$ cat src/rtl/booth_seq_mult.sv
// Sequential radix-4 Booth multiplier: one recoded digit of the zero-extended
// unsigned multiplier is retired per clock into a 2*DATA_WIDTH+2 bit accumulator.
module booth_seq_mult #(
   parameter  int DATA_WIDTH = 32,
   localparam int NUM_DIGITS = DATA_WIDTH / 2 + 1
) (
   input  logic                      clk,
   input  logic                      rst_n,
   input  logic                      in_valid,
   output logic                      in_ready,
   input  logic [DATA_WIDTH-1:0]     multiplicand,
   input  logic [DATA_WIDTH-1:0]     multiplier,
   output logic                      out_valid,
   input  logic                      out_ready,
   output logic [2*DATA_WIDTH-1:0]   product,
   output logic                      busy
);

   localparam int AW = 2 * DATA_WIDTH + 2;
   localparam int MW = DATA_WIDTH + 3;
   localparam int KW = $clog2(NUM_DIGITS + 1);

   typedef enum logic [1:0] {IDLE, CALC, DONE} state_t;

   state_t          state;
   logic [AW-1:0]   a_sh;
   logic [AW-1:0]   acc;
   logic [AW-1:0]   term;
   logic [MW-1:0]   m_sh;
   logic [KW-1:0]   k;
   logic [2:0]      code;

   // Operands are pre-shifted each digit (A left by 2, M right by 2), so the
   // current digit is always M's low window and the term needs no variable shift.
   always_comb begin
      code = m_sh[2:0];
      term = '0;
      case (code)
         3'b001, 3'b010: term = a_sh;
         3'b011:         term = a_sh << 1;
         3'b100:         term = -(a_sh << 1);
         3'b101, 3'b110: term = -a_sh;
         default:        term = '0;
      endcase
   end

   always_ff @(posedge clk or negedge rst_n) begin
      if (!rst_n) begin
         state     <= IDLE;
         acc       <= '0;
         a_sh      <= '0;
         m_sh      <= '0;
         k         <= '0;
         in_ready  <= 1'b1;
         out_valid <= 1'b0;
         busy      <= 1'b0;
      end else begin
         case (state)
            IDLE: begin
               if (in_valid) begin
                  a_sh     <= {{(AW - DATA_WIDTH){1'b0}}, multiplicand};
                  m_sh     <= {2'b00, multiplier, 1'b0};
                  acc      <= '0;
                  k        <= '0;
                  state    <= CALC;
                  in_ready <= 1'b0;
                  busy     <= 1'b1;
               end
            end
            CALC: begin
               acc  <= acc + term;
               a_sh <= a_sh << 2;
               m_sh <= m_sh >> 2;
               k    <= k + KW'(1);
               if (k == KW'(NUM_DIGITS - 1)) begin
                  state     <= DONE;
                  out_valid <= 1'b1;
               end
            end
            DONE: begin
               if (out_ready) begin
                  state     <= IDLE;
                  out_valid <= 1'b0;
                  in_ready  <= 1'b1;
                  busy      <= 1'b0;
               end
            end
            default: state <= IDLE;
         endcase
      end
   end

   assign product = acc[2*DATA_WIDTH-1:0];

endmodule

$ cat config.mk
export PLATFORM = sky130hd
export DESIGN_NAME = booth_seq_mult
export DESIGN_NICKNAME = d
export VERILOG_FILES = /design/src/rtl/booth_seq_mult.sv
export SDC_FILE = /design/constraint.sdc
export NUM_CORES = 1
export LEC_CHECK = 0
export ABC_AREA = 1
export BUFFER_PORTS_ARGS = -buffer_cell sky130_fd_sc_hd__clkbuf_2
export CORE_MARGIN = 4
export CORE_UTILIZATION = 35
export CTS_CLUSTER_DIAMETER = 120
export DETAILED_ROUTE_END_ITERATION = 10
export PLACE_DENSITY_LB_ADDON = 0.15
export REMOVE_ABC_BUFFERS = 1
export SLEW_MARGIN = 20
export SYNTH_ARGS = -nofsm -noshare
export SYNTH_HDL_FRONTEND = slang
export SYNTH_SLANG_ARGS = --single-unit
$ cat constraint.sdc
create_clock -name clk -period 3.5 [get_ports clk]
set_input_delay 0.175 -clock clk [delete_from_list [all_inputs] [get_ports clk]]
set_output_delay 0.175 -clock clk [all_outputs]
set_load 0.005 [all_outputs]
-- Yosys cells after proc, flatten, opt, wreduce, memory -nomap -nowiden
Cells that the tools add are included.
- reduce and logical (&&, ||, !) cells: 10
- $add $sub $neg: 4
- equal/unequal tests: 12
- muxes and demuxes: 21
- operators with widths (kind ; count):
    66-bit case mux with 2 select lines ; 2
    66-bit case mux with 4 select lines ; 1
    66-bit 2-to-1 mux ; 2
    66-bit negation ; 2
    35-bit case mux with 2 select lines ; 1
    66-bit adder ; 1
    35-bit 2-to-1 mux ; 1
    5-bit case mux with 2 select lines ; 1
    3-bit == test, second input constant ; 3
    3-bit AND reduction ; 3
    3-bit by 2-bit == test with 1-bit output, second input constant ; 2
    2-bit 2-to-1 mux ; 3
    2-bit inequality test, second input constant ; 3
    1-bit case mux with 2 select lines ; 3
    2-bit case mux with 3 select lines ; 1
    2-bit nonzero test ; 3
    5-bit by 1-bit adder with 5-bit output, second input constant ; 1
    5-bit == test, second input constant ; 1
    1-bit 2-to-1 mux ; 5
    5-bit 2-to-1 mux ; 1
    2-bit OR reduction ; 2
    3-bit by 1-bit == test with 1-bit output, second input constant ; 1
    2-bit by 1-bit == test with 1-bit output, second input constant ; 1
    2-bit == test, second input constant ; 1
    2 further kinds ; 2
- output and inout bits: 67
- register bits after elaboration: 177
- input port bits: 68

-- Longest topological paths before layout
- depth in word-level cells: 5
- depth in mapped cells: 29

-- Worst setup path after synthesis
OpenSTA, ideal clock, no wires.
- kind: register to register
- from: register a_sh[0]
- to: register acc[51]
- slack: 0.283 ns
- stages on the path, launching flop included: 25
- path buffers: 0
- data arrival time: 3.099 ns
- cells stage by stage: dfrtp_1 -> inv_2 -> ha_1 -> nand3_4 -> nor2_4 -> nand2_4 -> nor2_4 -> nand2_4 -> nor2_2 -> xor2_1 -> inv_1 -> a21oi_1 -> o21ai_1 -> ha_1 -> nand2_1 -> nor2_1 -> inv_1 -> nor2_1 -> inv_1 -> nor4_1 -> nand2_1 -> nand3_1 -> nand2_1 -> nand3_1 -> nand2_1
- word-level cells in the longest chain between the ends: 4
- elaborated cells on any way between the ends: 5
- those cells by class: add/sub (3); mux (2)
- ends and longest elaborated chain (item ; RTL line ; RTL):
    from (decl) ; 26 ; logic [AW-1:0] a_sh;
    from (signal assigned) ; 61 ; a_sh <= {{(AW - DATA_WIDTH){1'b0}}, multiplicand};
    from (signal assigned) ; 72 ; a_sh <= a_sh << 2;
    66-bit negation, on equally long branches ; 42, 41 ;
    66-bit case mux with 4 select lines (*) ; 38 ; case (code)
    66-bit adder (*) ; 71 ; acc <= acc + term;
    66-bit case mux with 2 select lines (*) ; 58 ; case (state)
    to (signal assigned) ; 71 ;
    to (decl) ; 27 ; logic [AW-1:0] acc;
Every way passes the cells marked *; elsewhere a longest branch is shown, timed or not.
A chain may end at the register's enable or synchronous reset.

-- Final worst setup path
- from: register a_sh[1]
- to: register acc[58]
The elaborated chain is that of the path after synthesis.

==> flow_metrics.env <==
export IMPL_ys_seq_elements=171
export IMPL_drive_gt1_frac=0.435
export IMPL_synth_seq_area_share=0.297
export IMPL_nNetsFinal=2972
export IMPL_fin_ws_ps=-262
export IMPL_viasPerCell=5.30
export IMPL_netlist_area_um2=14400
export IMPL_clock_skew_ps=14.0
export IMPL_die_width_um=211
export IMPL_final_util=0.577
export IMPL_synth_most_common_cell="nand2_1"
export IMPL_critPathArrivalTime_ps=4150
export IMPL_chipHeight_um=211
export IMPL_gp_congestion=1.04
export IMPL_fin_crit_sh=1.07
export IMPL_syn_mean_instance_area_um2=6.57
export IMPL_grt_max_degree=81
export IMPL_async_reset_ff_frac=1.00
export IMPL_antenna_found_initial=0
export IMPL_ant_nets=0
export IMPL_crit_type="flip-flop to flip-flop"
export IMPL_fp_coreArea_um2=40700
export IMPL_slew_violations=0
export IMPL_die_area_um2=44500
export IMPL_critPathSlowestCell="dfrtp_1"
export IMPL_io_pins=135
export IMPL_yosys_area_top_type_share=0.295
export IMPL_fin_setup_tns_ps=-5820
export IMPL_crit_buf_inv=3
export IMPL_crit_family="simple AND/OR/NAND/NOR gates"
export IMPL_violations="negative setup slack"
export IMPL_maxSlewHeadroom=0.312
export IMPL_dr_pass1_iters=5
export IMPL_cts_sinks=171
export IMPL_routed_wl_met3_um=3690
export IMPL_r2r_slack_ps=-260
export IMPL_worstHoldStart="in_valid"
export IMPL_io_buffers=134
export IMPL_diodes=0
export IMPL_path_cells="inv_2 -> ha_4 -> nand3_4 -> nor3b_4 -> nand3_1 -> nor2_1 -> nand2_2 -> buf_6 -> xor2_1 -> inv_1 -> a21oi_1 -> o21ai_1 -> ha_1 -> nand2_2 -> nor2_1 -> nor2_2 -> o21ai_0 -> a21oi_2 -> nor2_2 -> nor2_1 -> nand2_1 -> nand2_1 -> nand3_1 -> nand2_1"
export IMPL_synthCells=2192
export IMPL_synthTopCellsByCount="564 x nand2_1, 285 x nor2_1, 259 x inv_1"
export IMPL_start_kind="flip-flop"
export IMPL_cts_max_level=4
export IMPL_worstHoldPathCells=4
export IMPL_grt_usage=0.278
export IMPL_final_fill_count=3698
export IMPL_initial_core_util=0.354
export IMPL_routed_wl_um=64000
export IMPL_multi_input_area_um2=11700
export IMPL_hold_end="in_ready"
export IMPL_synthTopCellsByArea="dfrtp_1 30%, nand2_1 15%, nor2_1 7.4%, inv_1 6.8%, ha_1 5.7%"
export IMPL_crit_path_end_kind="flip-flop"
export IMPL_synth_edf_count=0
export IMPL_synth_ff_type="dfrtp_1"
export IMPL_post_drt_wl_per_cell_um=18.9
export IMPL_r2r_end="acc[58]"
export IMPL_final_hold_violation_count=0
export IMPL_required_ps=3890
export IMPL_synthDistinctLibCells=55
export IMPL_min_period_ps=3760
export IMPL_clock_path_buffers=2
export IMPL_grt_pass1_wl_um=96000
export IMPL_met2WireLength_um=29500
export IMPL_num_rows=74
export IMPL_cts_tree="built"
export IMPL_wl_met1_um=28400
export IMPL_max_clock_freq_mhz=266
export IMPL_post_dp_hpwl_um=46500
export IMPL_path_clk_slew_ps=80
export IMPL_grt_ovfl_total=0
export IMPL_rsz0062_at_grt="true"
export IMPL_r2r_cells=24
export IMPL_path_max_fanout=5
export IMPL_slowest_delay_ps=380
export IMPL_dr_first_iter_drc_count=1405
export IMPL_synth_warnings=0
export IMPL_r2r_start="a_sh[1]"
export IMPL_setup_viol=46
export IMPL_synth_top_cell_by_area="dfrtp_1"
export IMPL_root_buffer="clkbuf_16"
export IMPL_drc=0
export IMPL_cts_buffers=17
export IMPL_clk_latency_ps=510
export IMPL_hp_class="primary input to flip-flop"
export IMPL_area_delta_synth_final_pct=63.3
export IMPL_drv_cap=0
export IMPL_top_layer_used="met4"
export IMPL_vias=17911
export IMPL_status="finished with violations"
export IMPL_grt_pass1_vias=17343
export IMPL_regArea_um2=4290
export IMPL_worstMarginPinSlew_ps=1030
## layout make-up
type                       count  area share
multi-input combinational   1682       0.498
timing repair buffer         692       0.223
sequential                   171       0.182
inverter                     273      0.0441
tap                          532      0.0283
clock buffer                  19      0.0184
clock inverter                13     0.00670
## metal layers
layer | global-route usage | vias up
met4 | 0.112 | 0
met5 | 0 | -
met2 | 0.442 | 604
met1 | 0.384 | 8555
li1 | - | 8624
met3 | 0.0359 | 128
## layout by cell type, fill, tap and decap left out, drive strengths merged, types with 10 or more instances in the layout
master / instances
nor3: 28
ha: 66
nand3: 124
dlygate4sd3: 66
or2: 14
nand2: 570
nand3b: 11
a21oi: 131
o21ai: 157
nand4: 31
o211ai: 16
o2111ai: 19
nor2: 301
o221ai: 38
inv: 272
o22ai: 62
clkbuf: 153
dfrtp: 170
a22oi: 10
xor2: 49
buf: 492
## through the flow
step	instances	hold slack (ps)	area [um2]	worst slack, ps
after floorplan	2126	-121	14100	-2180
after global placement	3204	277	18700	-586
after detailed placement	3204	282	18700	-541
after CTS	3347	31.7	21600	-174
after global routing	3382	78.3	23500	-436
final	3382	48.8	23500	-262
## sequential cells by signal, summed over array words and instances, names as in the netlist
| name | cells |
|---|---|
| out_valid | 1 |
| in_ready | 1 |
| a_sh | 64 |
| k | 5 |
| acc | 64 |
| state | 2 |
| busy | 1 |
| m_sh | 33 |
## worst max-delay path by stage
stage / to / startpoint / cells after the start
3_3_place_gp: acc[58] / a_sh[39] / 22
6_report: acc[58] / a_sh[1] / 24
5_1_grt: acc[58] / a_sh[1] / 24
3_5_place_dp: acc[58] / a_sh[0] / 23
2_1_floorplan: a_sh[10] / state[0] / 5
4_1_cts: acc[56] / a_sh[6] / 22
## worst register-to-register path: stages, from the launching register on
cell	delay (ps)
dfrtp_1	380
inv_2	120
ha_4	170
nand3_4	140
nor3b_4	230
nand3_1	110
nor2_1	140
nand2_2	110
buf_6	140
xor2_1	140
inv_1	80
a21oi_1	130
o21ai_1	80
ha_1	380
nand2_2	120
nor2_1	170
nor2_2	80
o21ai_0	340
a21oi_2	90
nor2_2	180
nor2_1	90
nand2_1	70
nand2_1	50
nand3_1	60
nand2_1	60
## cells by family after synthesis
family	Yosys count	share of synthesized area
AOI/OAI and AO/OA	475	0.200
xor gates and xnor gates	56	0.0341
adders and majority gates	67	0.0587
buffers and inverters	339	0.0901
DFF	171	0.297
muxes	1	0.000695
and+or+nand+nor	1083	0.320
## what timing repair did
item,CTS,global route
pin swaps,96,136
endpoints found under the setup margin,50,53
resized for setup,366,403
endpoints found under the hold margin,139,0
hold buffers,66,0
buffers inserted,46,35
Power is not shown: default switching activity piles up to over one toggle a cycle in this logic, so the estimate is an artifact.
